$ cat src/rtl/attrib_block_seq.sv
// Attribute-prefixed block sequencer: decodes an attribute word, optionally latches a
// shared word, then forwards L body words through a one-deep output register.
package pkg_en;
  localparam int WIDTH_DATA             = 32;
  localparam int WIDTH_LENGTH           = 8;
  localparam int POSIT_ATTRIB_MODE      = 0;
  localparam int POSIT_ATTRIB_INCOND    = 2;
  localparam int POSIT_ATTRIB_MYATTRIB  = 3;
  localparam int POSIT_ATTRIB_NONZERO   = 4;
  localparam int POSIT_ATTRIB_PULL      = 5;
  localparam int POSIT_ATTRIB_SHARED    = 6;
  localparam int POSIT_ATTRIB_TERM      = 7;
  localparam int POSIT_ATTRIB_LENGTH    = 8;
endpackage

module attrib_block_seq #(
  parameter int WIDTH_DATA   = pkg_en::WIDTH_DATA,
  parameter int WIDTH_LENGTH = pkg_en::WIDTH_LENGTH
) (
  input  logic                  clock,
  input  logic                  reset,
  input  logic                  I_Valid,
  input  logic [WIDTH_DATA-1:0] I_Data,
  output logic                  O_Nack,
  output logic                  O_Valid,
  output logic [WIDTH_DATA-1:0] O_Data,
  output logic                  O_Last,
  input  logic                  I_Nack,
  output logic [1:0]            O_Mode,
  output logic [3:0]            O_Flags,
  output logic [WIDTH_DATA-1:0] O_Shared,
  output logic                  O_Shared_Valid,
  output logic                  O_Done,
  input  logic                  I_Done_Ack,
  output logic                  O_Busy
);
  typedef enum logic [1:0] {IDLE, SHARED, BODY, DONE} state_t;

  state_t                  state;
  logic [WIDTH_LENGTH-1:0] rem;
  logic                    term;
  logic                    accept;
  logic [WIDTH_LENGTH-1:0] len;
  logic                    attr_shared;
  logic                    attr_term;

  assign len         = I_Data[pkg_en::POSIT_ATTRIB_LENGTH +: WIDTH_LENGTH];
  assign attr_shared = I_Data[pkg_en::POSIT_ATTRIB_SHARED];
  assign attr_term   = I_Data[pkg_en::POSIT_ATTRIB_TERM];

  // Body words stall only while the output register is full and blocked downstream.
  assign O_Nack = (state == DONE) || ((state == BODY) && O_Valid && I_Nack);
  assign O_Done = (state == DONE);
  assign O_Busy = (state != IDLE);
  assign accept = I_Valid && !O_Nack;

  always_ff @(posedge clock) begin
    if (reset) begin
      state          <= IDLE;
      rem            <= '0;
      term           <= 1'b0;
      O_Valid        <= 1'b0;
      O_Last         <= 1'b0;
      O_Data         <= '0;
      O_Mode         <= 2'd0;
      O_Flags        <= 4'd0;
      O_Shared       <= '0;
      O_Shared_Valid <= 1'b0;
    end else begin
      // A taken word leaves the register; a body accept below refills it in the same cycle.
      if (O_Valid && !I_Nack) begin
        O_Valid <= 1'b0;
        O_Last  <= 1'b0;
      end
      case (state)
        IDLE: begin
          if (accept) begin
            O_Mode         <= I_Data[pkg_en::POSIT_ATTRIB_MODE +: 2];
            O_Flags        <= {I_Data[pkg_en::POSIT_ATTRIB_PULL],
                               I_Data[pkg_en::POSIT_ATTRIB_NONZERO],
                               I_Data[pkg_en::POSIT_ATTRIB_MYATTRIB],
                               I_Data[pkg_en::POSIT_ATTRIB_INCOND]};
            O_Shared_Valid <= 1'b0;
            term           <= attr_term;
            rem            <= len;
            if (attr_shared)    state <= SHARED;
            else if (len != '0) state <= BODY;
            else if (attr_term) state <= DONE;
            else                state <= IDLE;
          end
        end
        SHARED: begin
          if (accept) begin
            O_Shared       <= I_Data;
            O_Shared_Valid <= 1'b1;
            if (rem != '0)  state <= BODY;
            else if (term)  state <= DONE;
            else            state <= IDLE;
          end
        end
        BODY: begin
          if (accept) begin
            O_Data  <= I_Data;
            O_Valid <= 1'b1;
            O_Last  <= (rem == WIDTH_LENGTH'(1));
            if (rem != '0) rem <= rem - WIDTH_LENGTH'(1);
            if (rem <= WIDTH_LENGTH'(1)) state <= term ? DONE : IDLE;
          end
        end
        DONE: begin
          if (I_Done_Ack) state <= IDLE;
        end
        default: state <= IDLE;
      endcase
    end
  end
endmodule
$ cat config.mk
export PLATFORM = sky130hd
export DESIGN_NAME = attrib_block_seq
export DESIGN_NICKNAME = d
export VERILOG_FILES = /design/src/rtl/attrib_block_seq.sv
export SDC_FILE = /design/constraint.sdc
export NUM_CORES = 1
export LEC_CHECK = 0
export ABC_AREA = 0
export CAP_MARGIN = 10
export CORE_ASPECT_RATIO = 1.4
export CORE_MARGIN = 4
export CORE_UTILIZATION = 60
export CTS_CLUSTER_DIAMETER = 40
export CTS_CLUSTER_SIZE = 16
export DETAILED_ROUTE_END_ITERATION = 10
export DONT_BUFFER_PORTS = 1
export PLACE_DENSITY = 0.74
export RECOVER_POWER = 50
export SYNTH_ARGS = -nofsm -noshare
export SYNTH_HDL_FRONTEND = slang
export SYNTH_SLANG_ARGS = --single-unit
$ cat constraint.sdc
create_clock -name clock -period 2.1 [get_ports clock]
set_input_delay 0.63 -clock clock [delete_from_list [all_inputs] [get_ports clock]]
set_output_delay 0.63 -clock clock [all_outputs]
set_load 0.01 [all_outputs]
# After elaboration in Yosys (flattened, before gate mapping)
# Index checks and enable logic that the tools add are counted.
[op_classes] muxes=24 addsub=1 n_reduce_logical=19 n_eq_ne=10 n_lt_le_gt_ge=1
[op_table] operator="2-to-1 mux 8 bit" count=3
[op_table] operator="2-to-1 mux 2 bit" count=10
[op_table] operator="case mux 8 bit (2 select lines)" count=1
[op_table] operator="nonzero test 8 bit" count=2
[op_table] operator="equality test 8 x 1 -> 1 bit, second input constant" count=1
[op_table] operator="less-or-equal comparator 8 x 1 -> 1 bit, second input constant" count=1
[op_table] operator="2-to-1 mux 1 bit" count=8
[op_table] operator="case mux 2 bit (4 select lines)" count=1
[op_table] operator="subtractor 8 x 1 -> 8 bit, second input constant" count=1
[op_table] operator="!= test 2 x 1 -> 1 bit, second input constant" count=3
[op_table] operator="!= test 2 bit, second input constant" count=3
[op_table] operator="AND reduction 2 bit" count=3
[op_table] operator="nonzero test 2 bit" count=3
[op_table] operator="AND reduction 5 bit" count=1
[op_table] operator="equality test 2 bit, second input constant" count=2
[op_table] operator="logical AND 1 bit" count=4
[op_table] operator="AND reduction 4 bit" count=1
[op_table] operator="AND reduction 3 bit" count=1
[op_table] operator="equality test 2 x 1 -> 1 bit, second input constant" count=1
[op_table] operator="zero test 1 bit" count=2
[op_table] operator="zero test 2 bit" count=1
[op_table] operator="case mux 1 bit (2 select lines)" count=1
[op_table] operator="logical OR 1 bit" count=1
[word_totals] regBits=84 input_bits=37 out_inout_bits=76

# Logic depth before layout (Yosys ltp)
# Gate-level depths: netlist of run 1.
[logic_depth] word_depth=8 ltp_mapped=8 depth_no_buf=6

# Worst setup path before layout of run 1
# OpenSTA, ideal clock, no wires.
[synth_path] path_kind="in2reg" start="input I_Valid" end="register rem[0]" path_buffers=2 t_arrival_ns=1.593 setup_ns=0.122 slack_ns=0.385 required_time_ns=1.978 cell_stages=5 path_cell_list="clkbuf_1 and2b_1 o221ai_2 buf_6 o311a_1"
[synth_via] elab_chain_cells=3 elab_cells_between_ends=4
[synth_rtl] item="start: declaration" line="22" rtl="input logic I_Valid,"
[synth_rtl] item="logical AND 1 bit (*)" line="55" rtl="assign accept = I_Valid && !O_Nack;"
[synth_rtl] item="!= test 2 bit (no source line)"
[synth_rtl] item="AND reduction 4 bit (no source line) (*)"
[synth_rtl] item="end signal: assignment" line="85" rtl="rem <= len;"
[synth_rtl] item="end signal: assignment" line="106" rtl="if (rem != '0) rem <= rem - WIDTH_LENGTH'(1);"
[synth_rtl] item="end: declaration" line="40" rtl="logic [WIDTH_LENGTH-1:0] rem;"
# Mark *: on every way between the ends. The rest lies on a longest branch, timed or not.
# A chain may end at the register's enable or synchronous reset.

# Worst setup path in the final report of run 1
[layout_path] start="register state[1]" end="output O_Nack"
[layout_via] elab_chain_cells=4 elab_cells_between_ends=5
[layout_rtl] item="start: declaration" line="39" rtl="state_t state;"
[layout_rtl] item="start signal: assignment" line="107" rtl="if (rem <= WIDTH_LENGTH'(1)) state <= term ? DONE : IDLE;"
[layout_rtl] item="equality test 2 bit" line="52" rtl="assign O_Nack = (state == DONE) || ((state == BODY) && O_Valid && I_Nack);"
[layout_rtl] item="logical AND 1 bit (2 in series)" line="52"
[layout_rtl] item="logical OR 1 bit (*)" line="52"
[layout_rtl] item="end: declaration" line="24" rtl="output logic O_Nack,"
# Marks and branches as above.

==> results of run 1 <==
[final timing paths]
path / startpoint / endpoint / slack [ps] / cells past startpoint
min reg2reg: rem[1]$_SDFFE_PP0P_ / rem[1]$_SDFFE_PP0P_ / 480 / 2
min: reset / O_Data[4]$_SDFFE_PP0P_ / 340 / 1
max reg2reg: state[1]$_SDFFE_PP0P_ / state[1]$_SDFFE_PP0P_ / 240 / 5
max: state[1]$_SDFFE_PP0P_ / O_Nack / 110 / 2
[synthesized netlist by cell type, types with 2 or more instances]
library cell               number  share of area
sky130_fd_sc_hd__a211oi_1       2         0.0045
sky130_fd_sc_hd__a21o_1         4         0.0090
sky130_fd_sc_hd__a21oi_1       82           0.12
sky130_fd_sc_hd__a21oi_2        2         0.0053
sky130_fd_sc_hd__and3_1         2         0.0038
sky130_fd_sc_hd__buf_2         13          0.020
sky130_fd_sc_hd__clkbuf_1      13          0.015
sky130_fd_sc_hd__dfxtp_1       84           0.50
sky130_fd_sc_hd__ha_1           3          0.011
sky130_fd_sc_hd__inv_1          5         0.0056
sky130_fd_sc_hd__nand2_1      155           0.17
sky130_fd_sc_hd__nand2b_1       3         0.0056
sky130_fd_sc_hd__nand3_1       10          0.015
sky130_fd_sc_hd__nand4_1        6          0.011
sky130_fd_sc_hd__nor2_1        10          0.011
sky130_fd_sc_hd__nor2b_1        3         0.0056
sky130_fd_sc_hd__nor3_1         2         0.0030
sky130_fd_sc_hd__nor4_1         2         0.0038
sky130_fd_sc_hd__o211a_1        2         0.0060
sky130_fd_sc_hd__o211ai_1       3         0.0068
sky130_fd_sc_hd__o21ai_0        2         0.0030
sky130_fd_sc_hd__o21ai_1        3         0.0045
sky130_fd_sc_hd__or2_1          2         0.0038
[flip-flops by register name (all words and copies together) (netlist names)]
register        cells
O_Data             32
O_Shared           32
rem                 8
O_Flags             4
O_Mode              2
state               2
O_Last              1
O_Shared_Valid      1
O_Valid             1
term                1
[timing repair]
item | CTS | global route
gates resized for setup | 0 | 1
hold endpoints to repair | 0 | 0
endpoints found under the setup margin | 0 | 2
[cells by family (layout without fill, tap and decap cells)]
kind of cell / Yosys count / in the layout
AOI/OAI and AO/OA: 107 / 107
adders and majority gates: 3 / 3
buffers and inverters: 33 / 35
DFF: 84 / 84
and+or+nand+nor: 202 / 202
[layer usage]
layer / vias up / share of wire
li1: 1431 / -
met1: 1310 / 0.37
met3: 21 / 0.10
met5: - / 0
met4: 0 / 0.022
met2: 152 / 0.51
[final cells by class]
type	count	area (um2)	area share
timing repair buffer	13	93.8	0.0256
sequential	84	1680	0.460
multi-input combinational	312	1510	0.411
clock buffer	10	138	0.0376
inverter	6	22.5	0.00616
tap	66	82.6	0.0226
clock inverter	6	134	0.0366
[through the flow]
stage	utilization	setup WS, ps	total power, mW	cells	instance area (um2)
finish	0.694	106	3.87	497	3660
global route	0.694	39.6	4.01	497	3660
detailed placement	0.643	359	2.37	481	3390
floorplan	-	385	2.24	429	3330
global placement	0.643	387	2.35	481	3390
CTS	0.694	57.2	3.87	497	3660
[power groups by stage]
stage	combinational (mW)	clock, mW	sequential, mW
finish	0.524	1.52	1.82
global route	0.580	1.60	1.83
CTS	0.523	1.53	1.82
detailed placement	0.514	0	1.86
global placement	0.500	0	1.85
floorplan	0.424	0	1.82
==> flow_metrics.tcl, run 1 <==
set metrics [dict create \
    clk_slew_on_worst_s_h_paths_ps 80 \
    postCtsHoldBufs 0 \
    worst_hold_path_class "primary input to flip-flop" \
    avgSynthCellArea_um2 7.77 \
    yosysWarningCount 0 \
    fmaxAchievable_mhz 502 \
    worst-path-buf-inv 1 \
    critical_path_class "flip-flop to output pin" \
    final_layout_size_suffix_gt1_frac 0.0789 \
    synth_xor_xnor_area_share 0 \
    first_global_vias 2825 \
    post_drt_wl_per_cell_um 17.6 \
    sum_of_negative_setup_slack_ps 0 \
    worst_slew_margin_rel 0.584 \
    dp_hpwl_mm 5.96 \
    setup_viol_count_final 0 \
    clock-skew-final_ps 6.91 \
    power.leakage_nw 1.28 \
    clockRootBuffer "sky130_fd_sc_hd__clkbuf_8" \
    mostFrequentLayoutCell "sky130_fd_sc_hd__nand2_1" \
    crit_path_start_kind "flip-flop" \
    port_buffers 0 \
    use_met2 0.446 \
    cts.sinks 84 \
    power_frac_seq 0.471 \
    grt.met1_usage 0.284 \
    p_comb_frac 0.136 \
    cellInternalPower_mw 2.84 \
    grt_overflow 0 \
    flow.area_growth_from_synthesis_pct 9.80 \
    synth_enable_flop_cells 0 \
    ys_async_sr_fraction 0 \
    grt_pass1_wl_mm 13.8 \
    postCtsSetupRepairBufs 0 \
    synth_adder_area_share 0.0113 \
    gp_congestion 0.796 \
    timing.critical_path.slowest_stage_cell "sky130_fd_sc_hd__dfxtp_1" \
    net_sw_frac 0.266 \
    min_period_ps 1990 \
    routed_wirelength_mm 8.74 \
    drv.max_cap_violation_count 0 \
    chipHeight_um 96.2 \
    final_period_util 0.950 \
    yosys-mux-area-fraction 0 \
    synthSimpleGateAreaFrac 0.257 \
    end_kind "output pin" \
    synth-seq-cells 84 \
    core_region_area_um2 5280 \
    chipWidth_um 71.0 \
    rsz0062_at_grt "false" \
    grt.busiest_layer "met2" \
    clock_latency_ps 350 \
    die_area_um2 6830 \
    clock_tree_from_tritoncts "yes" \
    crit_path_max_fanout 10 \
    clkPwrFrac 0.394 \
    met3_usage 0.0961 \
    synthCells 429 \
    grt_util_all_layers 0.256 \
    worst_ep_arrival_ps 1360 \
    drcViolationCount 0 \
    slowest_delay_ps 550 \
    synth_top_family_by_area "simple AND/OR/NAND/NOR gates" \
    cp_data_required_time_ps 1470 \
    fillCellCount 459 \
    grt_max_degree 85 \
    cts_htree_levels 3 \
    drtPass1Iterations 5 \
    worst_hold_slack_ps 342 \
    most-common-layout-cells "155 x sky130_fd_sc_hd__nand2_1, 83 x sky130_fd_sc_hd__dfxtp_1, 82 x sky130_fd_sc_hd__a21oi_1" \
    grt_antenna_before_repair 0 \
    timing.final.hold_violations 0 \
    netSwitchingPower_mw 1.03 \
    cts_buffers 9 \
    start_util 0.632 \
    synth-seq-area-share 0.505 \
    timing.final.max_slew_violations 0 \
    final_nets 466 \
    antenna_cells_inserted 0 \
    pin_count 113 \
    worst_pin_slew_ps 619 \
    ys.flop_type "sky130_fd_sc_hd__dfxtp_1" \
    detail_route.vias_per_cell 5.86 \
    power.ir.vdd_worst_uv 566 \
    ys_types 39 \
    mappedNetlistNets 469 \
    power-per-cell-area_nw_per_um2 1060 \
    vias 2914 \
    rows 31 \
    timing.critical_path.cells "clkinv_1 > a21oi_1" \
    clock_buffer_depth 2 \
    compound_gate_fraction_of_synth_area 0.183 \
    outcome "finished, final reports clean" \
    dr.first_iter.drc_count 261 \
    syn_area_um2 3330 \
    critPathTopFamily "flip-flops" \
    detail-route-antenna-nets 0 \
]
No activity file was read; power rests on OpenSTA's default activity.
==> run 2: changes to the inputs <==
--- a/config.mk
+++ b/config.mk
@@ -16,3 +16,3 @@
 export DONT_BUFFER_PORTS = 1
-export PLACE_DENSITY = 0.74
+export PLACE_DENSITY = 0.84
 export RECOVER_POWER = 50
==> constraint.sdc (replaced) <==
create_clock -name clock -period 2.1 [get_ports clock]
set_input_delay 0.42 -clock clock [delete_from_list [all_inputs] [get_ports clock]]
set_output_delay 0.42 -clock clock [all_outputs]
set_load 0.01 [all_outputs]
==> flow_metrics.tcl, run 2 (synthesis results as in run 1) <==
set metrics [dict create \
    outcome "finished, final reports clean" \
    worst_setup_path_startpoint "state[1]$_SDFFE_PP0P_" \
    timing.final.max_slew_violations 0 \
    drtPass1Iterations 5 \
    die_area_um2 6830 \
    finish.utilization 0.672 \
    power.leakage_nw 1.21 \
    power.ir.vdd_worst_uv 572 \
    setup_viol_count_final 0 \
    pin_count 113 \
    placedCellCount 477 \
    rows 31 \
    dp_hpwl_mm 6.09 \
    detail-route-antenna-nets 0 \
    fmaxAchievable_mhz 492 \
    clock-skew-final_ps 6.32 \
    final_nets 462 \
    routed_wirelength_mm 8.69 \
    grt_util_all_layers 0.257 \
    core_region_area_um2 5280 \
    clock_latency_ps 350 \
    worst_ep_arrival_ps 1610 \
    end_kind "output pin" \
    clk_slew_on_worst_s_h_paths_ps 80 \
    final-seq-area_um2 1680 \
    sum_of_negative_setup_slack_ps 0 \
    crit_path_max_fanout 10 \
    final_period_util 0.968 \
    placement.cell_area_um2 3360 \
    cts_htree_levels 3 \
    clockRootBuffer "sky130_fd_sc_hd__clkbuf_8" \
    worst_hold_path_class "primary input to flip-flop" \
    most-common-layout-cells "155 x sky130_fd_sc_hd__nand2_1, 84 x sky130_fd_sc_hd__dfxtp_1, 82 x sky130_fd_sc_hd__a21oi_1" \
    clock_buffer_depth 2 \
    first_global_vias 2787 \
    crit_path_start_kind "flip-flop" \
    number_of_instances_on_the_worst_hold_path 1 \
    post_drt_wl_per_cell_um 17.7 \
    final_cell_area_um2 3550 \
    worst_slew_margin_rel 0.563 \
    grt_max_degree 85 \
    port_buffers 0 \
    vias 2943 \
    r2r-end "O_Data[22]$_SDFFE_PP0P_" \
    grt_overflow 0 \
    chipWidth_um 71.0 \
    grt_pass1_wl_mm 13.7 \
    multiInputGateArea_um2 1520 \
    reg_to_reg_slack_setup_ps 190 \
    clock_tree_from_tritoncts "yes" \
    fillCellCount 458 \
    cts.sinks 84 \
    grt_antenna_before_repair 0 \
    antenna_cells_inserted 0 \
    gp_congestion 0.842 \
    worst_r2r_startpoint "state[1]$_SDFFE_PP0P_" \
    detail_route.vias_per_cell 5.99 \
    cp_data_required_time_ps 1680 \
    postCtsSetupRepairBufs 0 \
    timing.final.hold_violations 0 \
    critical_path_class "flip-flop to output pin" \
    flow.area_growth_from_synthesis_pct 6.46 \
    start_util 0.632 \
    chipHeight_um 96.2 \
    worstHoldStart "reset" \
    dr.first_iter.drc_count 245 \
    timing.hold.worst_endpoint "O_Shared[7]$_SDFFE_PP0P_" \
    fin_total_pwr_mw 3.40 \
    cts_buffers 9 \
    rr_worst_depth 6 \
    power-per-cell-area_nw_per_um2 960 \
    worst_pin_slew_ps 650 \
    layout.cells.non_filler 491 \
    largest_registers "O_Data: 32 flops, O_Shared: 32 flops, rem: 8 flops" \
    drv.max_cap_violation_count 0 \
    min_period_ps 2030 \
    drcViolationCount 0 \
    mostFrequentLayoutCell "sky130_fd_sc_hd__nand2_1" \
    final_layout_size_suffix_gt1_frac 0.0612 \
]
==> run 2: metal layers <==
metal,track usage,up-vias,routed length (um)
met2,0.445,141,4550
met5,0,-,0
met3,0.108,13,889
li1,-,1421,-
met1,0.279,1368,3080
met4,0.102,0,161
==> run 2: critical path, cell delays in order, from the launching register on <==
cell	delay, ps
sky130_fd_sc_hd__dfxtp_1	510
sky130_fd_sc_hd__clkinv_1	380
sky130_fd_sc_hd__a21oi_1	370
==> run 2: how the worst max path moves through the flow <==
stage | to | slack (ps) | depth (start not counted)
floorplan | rem[6]$_SDFFE_PP0P_ | 450 | 7
global placement | rem[3]$_SDFFE_PP0P_ | 240 | 6
detailed placement | rem[5]$_SDFFE_PP0P_ | 140 | 6
CTS | rem[5]$_SDFFE_PP0P_ | 120 | 6
global route | O_Nack | -9 | 2
finish | O_Nack | 70 | 2
==> run 2: report_power, final <==
| part | internal (mW) | leakage [nW] | switching, mW |
|---|---|---|---|
| Sequential | 1.69 | 0.682 | 0.127 |
| Combinational | 0.183 | 0.444 | 0.318 |
| Clock | 0.536 | 0.0805 | 0.549 |
==> run 2: layout make-up <==
class                      count  area share
timing repair buffer           9      0.0180
multi-input combinational    312       0.428
tap                           66      0.0233
inverter                       6     0.00635
sequential                    84       0.474
clock inverter                 4      0.0148
clock buffer                  10      0.0360
==> run 2: timing repair <==
| action | CTS | global route |
|---|---|---|
| hold buffers | 0 | 0 |
| endpoints found under the hold margin | 0 | 0 |
| setup endpoints to repair | 0 | 3 |
| gates resized for setup | 0 | 1 |
==> run 2: metrics by stage <==
stage	setup slack (ps)	hold WS, ps
after floorplan	447	445
after global placement	236	450
after detailed placement	143	459
after CTS	120	114
after global routing	-9.00	107
final	67.5	130
